$ cat src/rtl/hex_monitor_mux.sv
// rtl/hex_monitor_mux.sv - N-channel address-matched decimal seven-segment monitor
// One sequential double-dabble engine is time-shared round-robin across all channels.
module hex_monitor_mux #(
  parameter int NUM_CH     = 2,
  parameter int DATA_W     = 32,
  parameter int ADDR_W     = 9,
  parameter int NUM_DIGITS = 2
) (
  input  logic                         clk,
  input  logic                         reset,
  input  logic [NUM_CH*ADDR_W-1:0]     sel_sw,
  input  logic [NUM_CH*ADDR_W-1:0]     dp_addr,
  input  logic [NUM_CH*DATA_W-1:0]     dp_data,
  output logic [NUM_CH*NUM_DIGITS*7-1:0] hex,
  output logic [NUM_CH-1:0]            ovf,
  output logic                         busy
);

  localparam int BCD_W   = NUM_DIGITS * 4;
  localparam int CNT_W   = (DATA_W > 1) ? $clog2(DATA_W) : 1;
  localparam int PTR_W   = (NUM_CH > 1) ? $clog2(NUM_CH) : 1;
  localparam int LIMIT_I = 10 ** NUM_DIGITS - 1;
  localparam logic [DATA_W-1:0] LIMIT = DATA_W'(LIMIT_I);
  localparam logic [6:0] SEG_BLANK = 7'b1111111;
  localparam logic [6:0] SEG_DASH  = 7'b0111111;

  typedef enum logic [1:0] {IDLE, SHIFT, DONE} state_t;

  state_t             state;
  logic [PTR_W-1:0]   ptr;
  logic [CNT_W-1:0]   cnt;
  logic [DATA_W-1:0]  shreg;
  logic [BCD_W-1:0]   bcd;
  logic [BCD_W-1:0]   bcd_adj;
  logic               cap_ovf;
  logic [NUM_CH-1:0]  match_q;
  logic [NUM_CH-1:0]  valid;
  logic [BCD_W-1:0]   disp    [NUM_CH];
  logic [ADDR_W-1:0]  sel_ch  [NUM_CH];
  logic [ADDR_W-1:0]  addr_ch [NUM_CH];
  logic [DATA_W-1:0]  data_ch [NUM_CH];
  logic               live_match;

  function automatic logic [6:0] seg7(input logic [3:0] n);
    case (n)
      4'd0:    seg7 = 7'b1000000;
      4'd1:    seg7 = 7'b1111001;
      4'd2:    seg7 = 7'b0100100;
      4'd3:    seg7 = 7'b0110000;
      4'd4:    seg7 = 7'b0011001;
      4'd5:    seg7 = 7'b0010010;
      4'd6:    seg7 = 7'b0000010;
      4'd7:    seg7 = 7'b1111000;
      4'd8:    seg7 = 7'b0000000;
      4'd9:    seg7 = 7'b0010000;
      default: seg7 = SEG_BLANK;
    endcase
  endfunction

  always_comb begin
    for (int c = 0; c < NUM_CH; c++) begin
      sel_ch[c]  = sel_sw[c*ADDR_W +: ADDR_W];
      addr_ch[c] = dp_addr[c*ADDR_W +: ADDR_W];
      data_ch[c] = dp_data[c*DATA_W +: DATA_W];
    end
    live_match = (sel_ch[ptr] == addr_ch[ptr]);
  end

  // Double-dabble correction applied before each shift.
  always_comb begin
    bcd_adj = bcd;
    for (int d = 0; d < NUM_DIGITS; d++) begin
      if (bcd[d*4 +: 4] >= 4'd5)
        bcd_adj[d*4 +: 4] = bcd[d*4 +: 4] + 4'd3;
    end
  end

  assign busy = (state != IDLE);

  always_ff @(posedge clk) begin
    if (reset) begin
      state   <= IDLE;
      ptr     <= '0;
      cnt     <= '0;
      shreg   <= '0;
      bcd     <= '0;
      cap_ovf <= 1'b0;
      match_q <= '0;
      valid   <= '0;
      ovf     <= '0;
      hex     <= '1;
      for (int c = 0; c < NUM_CH; c++) disp[c] <= '0;
    end else begin
      for (int c = 0; c < NUM_CH; c++) begin
        match_q[c] <= (sel_ch[c] == addr_ch[c]);
        if (!match_q[c]) begin
          valid[c] <= 1'b0;
          ovf[c]   <= 1'b0;
        end
        for (int d = 0; d < NUM_DIGITS; d++) begin
          if (!match_q[c] || !valid[c])
            hex[(c*NUM_DIGITS+d)*7 +: 7] <= SEG_BLANK;
          else if (ovf[c])
            hex[(c*NUM_DIGITS+d)*7 +: 7] <= SEG_DASH;
          else
            hex[(c*NUM_DIGITS+d)*7 +: 7] <= seg7(disp[c][d*4 +: 4]);
        end
      end

      case (state)
        IDLE: begin
          if (live_match) begin
            shreg   <= data_ch[ptr];
            cap_ovf <= (data_ch[ptr] > LIMIT);
            bcd     <= '0;
            cnt     <= '0;
            state   <= SHIFT;
          end else begin
            ptr <= (ptr == PTR_W'(NUM_CH-1)) ? '0 : ptr + 1'b1;
          end
        end
        SHIFT: begin
          {bcd, shreg} <= {bcd_adj, shreg} << 1;
          if (cnt == CNT_W'(DATA_W-1))
            state <= DONE;
          else
            cnt <= cnt + 1'b1;
        end
        DONE: begin
          // Placed after the mismatch clear so a fresh result wins on this edge.
          if (live_match) begin
            disp[ptr]  <= bcd;
            ovf[ptr]   <= cap_ovf;
            valid[ptr] <= 1'b1;
          end else begin
            valid[ptr] <= 1'b0;
          end
          ptr   <= (ptr == PTR_W'(NUM_CH-1)) ? '0 : ptr + 1'b1;
          state <= IDLE;
        end
        default: state <= IDLE;
      endcase
    end
  end

endmodule
$ cat config.mk
export PLATFORM = sky130hd
export DESIGN_NAME = hex_monitor_mux
export DESIGN_NICKNAME = d
export VERILOG_FILES = /design/src/rtl/hex_monitor_mux.sv
export SDC_FILE = /design/constraint.sdc
export NUM_CORES = 1
export LEC_CHECK = 0
export CAP_MARGIN = 20
export CORE_ASPECT_RATIO = 0.8
export CORE_MARGIN = 2
export CORE_UTILIZATION = 51
export DETAILED_ROUTE_END_ITERATION = 8
export GPL_ROUTABILITY_DRIVEN = 0
export PLACE_DENSITY = 0.83
export SYNTH_ARGS = -nofsm -noshare
export SYNTH_HDL_FRONTEND = slang
export SYNTH_SLANG_ARGS = --single-unit
$ cat constraint.sdc
create_clock -name clk -period 6.4 [get_ports clk]
set_clock_uncertainty 0.05 [all_clocks]
set_input_delay 1.28 -clock clk [delete_from_list [all_inputs] [get_ports clk]]
set_output_delay 1.28 -clock clk [all_outputs]
set_load 0.05 [all_outputs]
* Word-level counts from Yosys, hierarchy flattened
Memories as Yosys holds them, arrays and structs flattened.
Index checks and enable logic that the tools add are counted.
** Cells by class
- Multiplexer cells :: 52
- Reductions and logical operators :: 21
- Equal/unequal tests :: 10
- $add $sub $neg :: 4
- $lt $le $gt $ge :: 6
- Bitwise logic cells :: 4
** Operators by type and width (count)
- 32-bit two-way mux :: 4
- 32-bit case mux with 2 select lines :: 1
- 9-bit two-way mux :: 6
- 32-bit by 7-bit greater-than comparator with 1-bit output, second input constant :: 1
- 7-bit two-way mux :: 4
- 9-bit == test :: 3
- 1-bit two-way mux :: 19
- 8-bit two-way mux :: 2
- 8-bit case mux with 2 select lines :: 1
- 2-bit two-way mux :: 6
- 5-bit two-way mux :: 2
- 5-bit case mux with 2 select lines :: 1
- 4-bit by 3-bit >= comparator with 1-bit output, second input constant :: 2
- 2-bit inequality test, second input constant :: 4
- 2-bit AND reduction :: 4
- 8-bit OR reduction :: 1
- 2-bit nonzero test :: 3
- 3-bit OR reduction :: 2
- 5-bit by 1-bit adder with 5-bit output, second input constant :: 1
- 5-bit == test, second input constant :: 1
- 4-bit by 2-bit adder with 4-bit output, second input constant :: 1
- 1-bit zero test :: 4
- 4-bit two-way mux :: 1
- 2-bit case mux with 2 select lines :: 1
- other kinds (20) :: 22
** Word-level totals
- Memories kept :: 5
- Flip-flop bits (word level) :: 83
- Output and inout port bits :: 31
- Input port bits :: 102
- ROM bits :: 448
- Bits in writable memories :: 16
** Memories
- (no name shown) :: words 16, width 7, rd ports 1, clocked after memory_dff 0, wr ports 0, RTL line 45 : case (n)
- (no name shown) :: words 16, width 7, rd ports 1, clocked after memory_dff 0, wr ports 0, RTL line 45
- (no name shown) :: words 16, width 7, rd ports 1, clocked after memory_dff 0, wr ports 0, RTL line 45
- (no name shown) :: words 16, width 7, rd ports 1, clocked after memory_dff 0, wr ports 0, RTL line 45
- disp :: words 2, width 8, rd ports 2, clocked after memory_dff 0, wr ports 2, RTL line 38 : logic [BCD_W-1:0] disp [NUM_CH];

* Logic depth before layout (Yosys ltp)
Gate-level depths: netlist of run 1.
- Depth after elaboration :: 11
- Depth in mapped cells :: 8
- Depth with buffers taken out :: 7

* Worst setup path before layout of run 1
No wires, ideal clock.
- Path type :: input -> register
- Start :: input sel_sw[7]
- End :: memory disp[0][0] (netlist bit) (enable)
- Data arrival time :: 2.780 ns
- Buffers on the path :: 1
- Library setup time :: 0.384 ns
- Data required time :: 5.966 ns
- Path slack :: 3.186 ns
- Cell stages on the path :: 5
- Path through :: xor2_1 -> nor4_4 -> nand3_1 -> clkbuf_1 -> o21ai_0
** RTL lines
- start, declared :: RTL line 11 : input logic [NUM_CH*ADDR_W-1:0] sel_sw,
- end, declared :: RTL line 38

* Final worst setup path of run 1
- Start :: input sel_sw[12]
- End :: register cnt[0]
** On the way
- Cells in the longest elaborated chain, start to end :: 6
** Ends and longest elaborated chain
- 9-bit two-way mux (not written as such) (3 in a row) :: RTL line 66 : live_match = (sel_ch[ptr] == addr_ch[ptr]);
- 9-bit == test :: RTL line 66
- 2-bit inequality test (no source line)
- 3-bit AND reduction (no source line)
- end signal, assigned :: RTL line 127 : cnt <= cnt + 1'b1;
- end, declared :: RTL line 31 : logic [CNT_W-1:0] cnt;
No other way between the ends. The select of a mux whose other input is x is not followed.
A chain may end at the register's enable or synchronous reset.

==> results.tsv, run 1 <==
stage	metric	value	unit
detailed_routing	drcViolationCount	0	
critical_path	worstPathCellList	clkdlybuf4s50_1, xor2_1, nor4_4, nand4b_4, nand2_4, a21boi_0, o21a_1	
detailed_routing	ant_nets	0	
layout	fin_nets	849	
yosys	synth_ff_type	dfxtp_1	
critical_path	critPathRequiredTime	6.59	ns
clocking	cts_resized	0	
sta	tns	0	ns
critical_path	r2r-start	ptr	
placed_design	dp_hpwl	9470	um
critical_path	worst_ep_arrival_time	3.88	ns
clocking	cts_max_level	3	
yosys	yosys.area.top_type	dfxtp_1	
yosys	synthTopCellsByCount	dfxtp_1, nand2_1, nor2_1	
hold_path	worstHoldStart	shreg[31]	
global_routing	track_usage	21.6	%
critical_path	path_max_fanout	37	
critical_path	reg2reg_to	cnt[0]	
yosys	ys_ff_latch	99	
yosys	netlist_area	0.00562	mm^2
clocking	cts_setup_buffers	0	
global_routing	met2_usage	38.2	%
yosys	yosysMostFrequentCell	dfxtp_1	
global_routing	antenna_found_initial	0	
global_routing	grt.overflow.total	0	
global_routing	busiest_layer	met2	
hold_path	min_to	bcd[0]	
outcome	status	completed	
layout	diodes	0	
critical_path	reg2regPathDepth	7	
critical_path	crit_path_start	sel_sw[12]	
hold_path	worstHoldPathType	register to register	
yosys	syn-instance-count	617	
yosys	synth_edf_count	16	
floorplan	die_x	121	um
global_routing	met3_usage	4.96	%
sta	max_slew.worst_pin.slew	1.00	ns
clocking	clk_path_buf_depth	2	
yosys	synthArstFlopShare	0	%
sta	rsz0062_at_grt	no	
placed_design	numPortBuffers	132	
detailed_routing	post_drt_via_cell_ratio	5.49	
yosys	ys_warn_count	0	
sta	slew_viol_final	0	
sta	slew_headroom	32.3	%
critical_path	endpoint_kind	register	
layout	layout-drive-gt1-share	12.6	%
hold_path	min_path_cells	2	
floorplan	io_pins	133	
detailed_routing	routed_wl	12800	um
global_routing	grt_max_degree	71	
detailed_routing	wl_per_cell	14.7	um
floorplan	dieArea	0.0119	mm^2
placed_design	dpl_cell_area	0.00693	mm^2
clocking	cts_tree	built	
critical_path	start_kind	input port	
yosys	ys_types	52	
clocking	clk_pin_slew_worst_paths	0.06	ns
clocking	clkLatencyLatePin	0.34	ns
floorplan	initial_core_util	52.0	%
power_and_ir_drop	finalPower	0.00137	W
clocking	clkSinkCount	99	
critical_path	critPathKind	input port to register	
yosys	synth_top_area_share	29.6	%
floorplan	core-area	0.0108	mm^2
clocking	holdBufCountCts	0	
yosys	yosysSeqAreaShare	38.1	%
critical_path	critPathSlowestCell	nand2_4	
critical_path	slowest_delay	0.65	ns
layout	design_area	0.00724	mm^2
sta	finalCritPeriodShare	57.7	%
placed_design	place_ws	2.36	ns
detailed_routing	drt_iter0_drc	254	
power_and_ir_drop	total_leakage_power	2.67	nW
layout	area_growth	28.8	%
global_routing	use_met1	26.9	%
critical_path	rrSetupSlack	3.16	ns
sta	hold_viol	0	
layout	fill_cells	860	
flow_run	drv_cap	0	
sta	setup_viol	0	
sta	fin_crit	3.70	ns
floorplan	die_h	97.9	um
floorplan	row_count	34	
detailed_routing	first_pass_iters	4	
detailed_routing	vias	4774	
global_routing	first_global_vias	4553	
yosys	avgSynthCellArea	9.11	um^2
global_routing	grt_pass1_wl	21200	um
yosys	synth.net_count	745	
sta	max_freq	271	MHz
power_and_ir_drop	p_per_area	189	mW/mm^2
clocking	cts_root_buffer	clkbuf_16	
clocking	cts_buffers	9	
sta	setup_ws	2.70	ns
power_and_ir_drop	peakVddDrop	0.000148	V
yosys	yosys-top-cells-area	dfxtp_1, edfxtp_1, o211ai_2	
sequential cells by signal, indices dropped and copies added (netlist names), 2 cells and up:
name,count
state,2
hex,28
shreg,32
disp,16
ovf,2
match_q,2
valid,2
cnt,5
bcd,8
stage by stage:
stage,instances,utilization [%],hold slack [ns]
2_1_floorplan,617,-,0.387
3_3_place_gp,853,64.1,0.392
3_5_place_dp,853,64.1,0.405
4_1_cts,868,67.0,0.415
5_1_grt,869,67.0,0.423
6_report,869,67.0,0.412
cell families after synthesis:
kind of cell,after synthesis,share of synthesized area (%)
xor+xnor,25,3.89
simple gates,214,20.0
compound gates,151,20.6
fa+ha+maj,26,5.79
flops,99,38.1
buf+inv,69,5.65
mux,33,5.92
critical path: cells and delay by family:
| family | cells | cell delay (ns) |
|---|---|---|
| simple gates | 3 | 1.55 |
| buf+inv | 1 | 0.44 |
| compound gates | 2 | 0.37 |
| xor+xnor | 1 | 0.20 |
area by class of cell:
| cell class | count | area, um^2 | area share, % |
|---|---|---|---|
| flip-flops and latches | 99 | 2140 | 29.6 |
| multi-input cells | 449 | 3170 | 43.7 |
| inverters | 25 | 93.8 | 1.30 |
| well taps | 144 | 180 | 2.49 |
| repair buffers | 137 | 1350 | 18.7 |
| clock inverters | 5 | 58.8 | 0.812 |
| clock buffers | 10 | 250 | 3.45 |
how the worst max path moves through the flow:
stage | endpoint
after global placement | cnt[0]
after detailed placement | cnt[0]
after CTS | cnt[0]
final | cnt[0]
after global routing | cnt[0]
after floorplan | disp[0][0]
cell usage in the layout, fill, tap and decap left out, types with 4 or more instances in the layout:
master           Yosys  final
clkdlybuf4s50_1      0    131
o211ai_2            27     27
clkbuf_16            0     10
buf_4                0      4
or2_2                4      4
nor4_1              22     22
xor2_1              20     20
dfxtp_1             83     82
o21ai_0             31     31
nor2_1              41     41
edfxtp_1            16     16
nand2_1             54     54
nand3_1             39     39
mux2i_1             31     31
a21oi_1             31     31
nand2b_1            10      9
nor3_1              12     12
ha_1                26     26
xnor2_1              5      5
o22ai_1             11     11
and2_1               6      6
nand3b_1             5      5
inv_1               25     25
a21oi_2             27     27
o211ai_1             5      5
routing by layer:
| metal | wire (um) | up-vias | share of wire [%] |
|---|---|---|---|
| met2 | 6390 | 146 | 50 |
| met1 | 5660 | 2193 | 44 |
| met5 | 0 | - | 0 |
| li1 | - | 2423 | - |
| met4 | 108 | 0 | 0.85 |
| met3 | 600 | 12 | 4.7 |
power by group:
group	switching, W	internal [W]
Clock	0.000227	0.000326
Sequential	0.00000750	0.000637
Combinational	0.0000798	0.0000932
Total	0.000314	0.00106
Note: power is estimated with default switching activity, not from simulation.
==> run 2, diff against run 1 <==
- clock period: 6.4 -> 3.56 ns (I/O delays scaled with it)
==> results.tsv, run 2 (same netlist as run 1, synthesis figures left out) <==
stage	metric	value	unit	change
outcome	status	completed		
detailed_routing	ant_nets	0		unchanged
power_and_ir_drop	p_sw_share	23.3	%	+0.35 points
clocking	clk_path_buf_depth	2		unchanged
layout	regArea	0.00214	mm^2	unchanged
floorplan	die_x	121	um	unchanged
global_routing	grt.overflow.total	0		unchanged
sta	rsz0062_at_grt	no		
floorplan	die_h	97.9	um	unchanged
power_and_ir_drop	clockPowerShare	39.2	%	-1.1 points
critical_path	worstPathCellList	nor2_1, inv_1, clkdlybuf4s50_1		
layout	fin_nets	854		+0.59%
clocking	clkLatencyLatePin	0.34	ns	about the same
power_and_ir_drop	pwr-share-seq	48.1	%	+1.1 points
critical_path	crit_path_end	busy		
layout	diodes	0		unchanged
layout	fill_cells	831		-3.4%
floorplan	core-area	0.0108	mm^2	unchanged
sta	max_slew.worst_pin.slew	0.956	ns	-0.0489 ns
layout	top_regs	shreg x32, hex x28, disp x16		
layout	final_cell_mix	clkdlybuf4s50_1, dfxtp_1, nand2_1, nor2_1, nand3_1		
critical_path	reg2reg_to	cnt[0]		
clocking	cts_max_level	3		unchanged
floorplan	io_pins	133		unchanged
hold_path	worstHoldStart	shreg[31]		
critical_path	critPathKind	register to output port		
layout	mostFrequentLayoutCell	clkdlybuf4s50_1		
power_and_ir_drop	total_leakage_power	2.69	nW	+0.69%
clocking	cts_tree	built		
sta	max_freq	370	MHz	
sta	setup_viol	0		unchanged
sta	hold_viol	0		unchanged
critical_path	path_max_fanout	11		-70%
clocking	cts_buffers	9		unchanged
sta	slew_headroom	35.8	%	+3.5 points
flow_run	drv_cap	0		unchanged
floorplan	row_count	34		unchanged
critical_path	rrSetupSlack	1.13	ns	-2.03 ns
critical_path	critPathSlowestCell	clkdlybuf4s50_1		
layout	layout-drive-gt1-share	13.2	%	+0.60 points
layout	fin_cells	874		+0.58%
layout	multi_input_area	0.00317	mm^2	unchanged
clocking	holdBufCountCts	0		unchanged
critical_path	slowest_delay	0.81	ns	+0.16 ns
detailed_routing	drt_iter0_drc	374		+47%
placed_design	dpl_cell_area	0.00696	mm^2	+0.43%
sta	slew_viol_final	0		unchanged
global_routing	first_global_vias	4770		+4.8%
floorplan	initial_core_util	52.0	%	unchanged
sta	finalCritPeriodShare	75.9	%	
global_routing	grt_max_degree	51		-28%
hold_path	worstHoldPathType	register to register		
critical_path	worst_ep_arrival_time	1.94	ns	-1.94 ns
critical_path	reg2regPathDepth	6		-1
layout	largest_reg_flops	32		unchanged
clocking	cts_resized	0		unchanged
placed_design	dp.cells	857		+0.47%
sta	tns	0	ns	unchanged
power_and_ir_drop	p_per_area	332	mW/mm^2	+76%
clocking	cts_root_buffer	clkbuf_16		
critical_path	r2r-start	ptr		
detailed_routing	first_pass_iters	5		+1
clocking	clk_pin_slew_worst_paths	0.07	ns	about the same
placed_design	numPortBuffers	132		unchanged
detailed_routing	post_drt_via_cell_ratio	5.60		+1.9%
global_routing	antenna_found_initial	0		unchanged
power_and_ir_drop	finalPower	0.00242	W	+77%
clocking	cts_setup_buffers	0		unchanged
power_and_ir_drop	p_sw	0.000562	W	+79%
critical_path	endpoint_kind	output port		
detailed_routing	wl_per_cell	14.8	um	+0.60%
critical_path	critPathRequiredTime	2.80	ns	-3.79 ns
layout	area_growth	29.4	%	
critical_path	start_kind	register		
placed_design	dp_hpwl	9480	um	+0.16%
critical_path	crit_path_start	state[1]		
detailed_routing	drcViolationCount	0		unchanged
detailed_routing	routed_wl	12900	um	+1.2%
sta	fin_crit	2.70	ns	
layout	design_area	0.00727	mm^2	+0.41%
global_routing	track_usage	22.1	%	+0.49 points
clocking	clkSinkCount	99		unchanged
power_and_ir_drop	p_int	0.00186	W	+76%
floorplan	dieArea	0.0119	mm^2	unchanged
layout	largest_register	shreg		
power_and_ir_drop	peakVddDrop	0.000212	V	+43%
detailed_routing	vias	4892		+2.5%
global_routing	grt_pass1_wl	21500	um	+1.6%
power_and_ir_drop	p_comb_share	12.6	%	about the same
run 2: cell count changes in the layout (fill, tap and decap cells not counted), sizes merged:
cell      before  now
buf            6   11
clkbuf        10    9
clkinv         2    1
clkinvlp       0    1
inv           27   28
run 2: power by group through the flow:
stage,sequential [W],combinational [W],clock (W)
2_1_floorplan,0.00117,0.000165,0
3_3_place_gp,0.00119,0.000296,0
3_5_place_dp,0.00119,0.000304,0
4_1_cts,0.00116,0.000305,0.000968
5_1_grt,0.00116,0.000332,0.00101
6_report,0.00116,0.000305,0.000949
run 2: per-layer routing:
metal	global-route usage, %	up-vias	wire (um)
li1	-	2432	-
met1	26.8	2281	5600
met2	38.9	166	6430
met3	6.19	13	737
met4	5.31	0	151
met5	0	-	0
run 2: cell type report:
class | instances | share of cell area [%]
sequential | 99 | 29.5
clock inverter | 6 | 0.877
inverter | 25 | 1.29
clock buffer | 9 | 3.10
tap | 144 | 2.48
multi-input combinational | 449 | 43.5
timing repair buffer | 142 | 19.3
run 2: critical path, delay by kind of cell (launching register included):
kind / cells / cell delay (ns)
and+or+nand+nor: 1 / 0.17
DFF: 1 / 0.54
buffers and inverters: 2 / 0.89
run 2: worst min path at each step:
stage,cells past startpoint,to,slack (ns)
final,2,bcd[0],0.43
after global routing,2,bcd[0],0.45
after CTS,2,bcd[0],0.42
after detailed placement,2,bcd[0],0.41
after global placement,2,bcd[0],0.39
after floorplan,2,bcd[0],0.39
run 2: stage by stage:
stage | util (%) | setup slack, ns | hold WS (ns)
after floorplan | - | 0.914 | 0.387
after global placement | 64.4 | 0.716 | 0.394
after detailed placement | 64.4 | 0.660 | 0.408
after CTS | 67.1 | 0.864 | 0.423
after global routing | 67.3 | 0.747 | 0.447
final | 67.3 | 0.859 | 0.426
==> run 3, diff against run 2 <==
- clock period: 3.56 -> 2.7 ns (I/O delays scaled with it)
==> results.tsv, run 3 (same netlist as run 1, synthesis figures left out) <==
stage	metric	value	unit	change
clocking	cts_tree	built		
critical_path	start_kind	register		
clocking	clkLatencyLatePin	0.34	ns	about the same
critical_path	worstPathCellList	nor2_1, inv_1, clkdlybuf4s50_1		
global_routing	grt_max_degree	40		-22%
critical_path	critPathRequiredTime	2.11	ns	-0.69 ns
clocking	clk_pin_slew_worst_paths	0.07	ns	about the same
power_and_ir_drop	p_sw_share	24.0	%	+0.74 points
clocking	cts_resized	0		unchanged
layout	largest_reg_flops	32		unchanged
clocking	clk_path_buf_depth	2		unchanged
sta	slew_headroom	64.4	%	+29 points
clocking	cts_buffers	9		unchanged
placed_design	dp_hpwl	10100	um	+6.3%
sta	hold_viol	0		unchanged
floorplan	dieArea	0.0119	mm^2	unchanged
outcome	status	completed		
floorplan	die_x	121	um	unchanged
layout	diodes	0		unchanged
detailed_routing	vias	4929		+0.76%
power_and_ir_drop	p_int	0.00246	W	+33%
layout	area_growth	31.0	%	
global_routing	first_global_vias	4804		+0.71%
global_routing	grt.overflow.total	0		unchanged
sta	rsz0062_at_grt	no		
layout	fin_nets	863		+1.1%
placed_design	numPortBuffers	132		unchanged
global_routing	grt_pass1_wl	21900	um	+1.9%
critical_path	reg2regPathDepth	7		+1
critical_path	worst_ep_arrival_time	1.74	ns	-0.20 ns
power_and_ir_drop	clockPowerShare	40.1	%	+0.9 points
detailed_routing	wl_per_cell	15.1	um	+2.0%
layout	largest_register	shreg		
global_routing	antenna_found_initial	0		unchanged
power_and_ir_drop	p_per_area	440	mW/mm^2	+32%
global_routing	track_usage	22.5	%	+0.36 points
sta	max_slew.worst_pin.slew	0.532	ns	-0.424 ns
sta	slew_viol_final	0		unchanged
layout	layout-drive-gt1-share	14.2	%	+1.0 points
detailed_routing	drt_iter0_drc	289		-23%
layout	multi_input_area	0.00317	mm^2	unchanged
power_and_ir_drop	pwr-share-seq	47.1	%	-1.0 points
critical_path	critPathSlowestCell	clkdlybuf4s50_1		
floorplan	row_count	34		unchanged
critical_path	critPathKind	register to output port		
hold_path	worstHoldPathType	register to register		
power_and_ir_drop	total_leakage_power	2.74	nW	+1.8%
flow_run	drv_cap	0		unchanged
detailed_routing	ant_nets	0		unchanged
layout	regArea	0.00214	mm^2	unchanged
layout	mostFrequentLayoutCell	clkdlybuf4s50_1		
clocking	holdBufCountCts	0		unchanged
sta	max_freq	430	MHz	
power_and_ir_drop	p_sw	0.000778	W	+38%
critical_path	slowest_delay	0.72	ns	-0.09 ns
layout	top_regs	shreg x32, hex x28, disp x16		
sta	tns	0	ns	unchanged
sta	fin_crit	2.33	ns	
sta	setup_viol	0		unchanged
floorplan	initial_core_util	52.0	%	unchanged
clocking	clkSinkCount	99		unchanged
floorplan	io_pins	133		unchanged
layout	fill_cells	852		+2.5%
detailed_routing	post_drt_via_cell_ratio	5.58		-0.38%
clocking	cts_max_level	3		unchanged
power_and_ir_drop	finalPower	0.00324	W	+34%
power_and_ir_drop	p_comb_share	12.7	%	about the same
hold_path	min_path_cells	2		unchanged
critical_path	path_max_fanout	5		-6
clocking	cts_setup_buffers	0		unchanged
detailed_routing	routed_wl	13300	um	+3.2%
critical_path	rrSetupSlack	0.69	ns	-0.44 ns
layout	final_cell_mix	clkdlybuf4s50_1, dfxtp_1, nand2_1, nor2_1, nand3_1		
detailed_routing	drcViolationCount	0		unchanged
clocking	cts_root_buffer	clkbuf_16		
sta	finalCritPeriodShare	86.2	%	
sta	whs	0.418	ns	-0.00819 ns
floorplan	core-area	0.0108	mm^2	unchanged
detailed_routing	first_pass_iters	5		unchanged
floorplan	die_h	97.9	um	unchanged
critical_path	endpoint_kind	output port		
power_and_ir_drop	peakVddDrop	0.000329	V	+55%
[run 3: changes by cell type in the layout (fill, tap and decap cells not counted)]
cell        change
inv_4           -1
clkbuf_1        +1
clkinv_2        -1
buf_12          +1
buf_2           -1
inv_6           +1
buf_4           +9
clkinvlp_4      -1
clkinv_4        +2
[run 3: power groups by stage]
stage	clock, W	combinational, W	sequential, W
after global placement	0	0.000400	0.00156
after CTS	0.00131	0.000414	0.00153
after global routing	0.00137	0.000450	0.00153
final	0.00130	0.000413	0.00153
after floorplan	0	0.000217	0.00155
after detailed placement	0	0.000412	0.00156
[run 3: path summary, 6_finish.rpt]
kind / from / to
max: state[0] / busy
min: shreg[31] / bcd[0]
max reg2reg: ptr / shreg[3]
min reg2reg: shreg[31] / bcd[0]
[run 3: worst max-delay path: cells and delay by family, from the launching register on]
| family | cells | cell delay [ns] |
|---|---|---|
| DFF | 1 | 0.31 |
| and+or+nand+nor | 1 | 0.28 |
| buffers and inverters | 2 | 0.80 |
[run 3: through the flow]
stage	instances	setup slack, ns	instance area [um^2]	utilization (%)
finish	884	0.373	7370	68.2
CTS	884	0.385	7370	68.2
detailed placement	868	0.0737	7070	65.4
global route	884	0.261	7370	68.2
global placement	868	0.199	7070	65.4
floorplan	617	0.226	5620	-
[run 3: per-layer routing]
layer	wire length (um)	up-vias	GRT usage [%]	share of wire, %
li1	-	2441	-	-
met4	204	0	7.16	1.5
met2	6830	183	40.8	51
met3	760	22	4.38	5.7
met5	0	-	0	0
met1	5530	2283	26.6	41
[run 3: final cells by class]
class	instances	area share [%]
Timing Repair Buffer	151	20.1
Clock buffer	10	3.11
Clock inverter	6	0.968
Tap cell	144	2.45
Sequential cell	99	29.1
Inverter	25	1.27
Multi-Input combinational cell	449	43.0
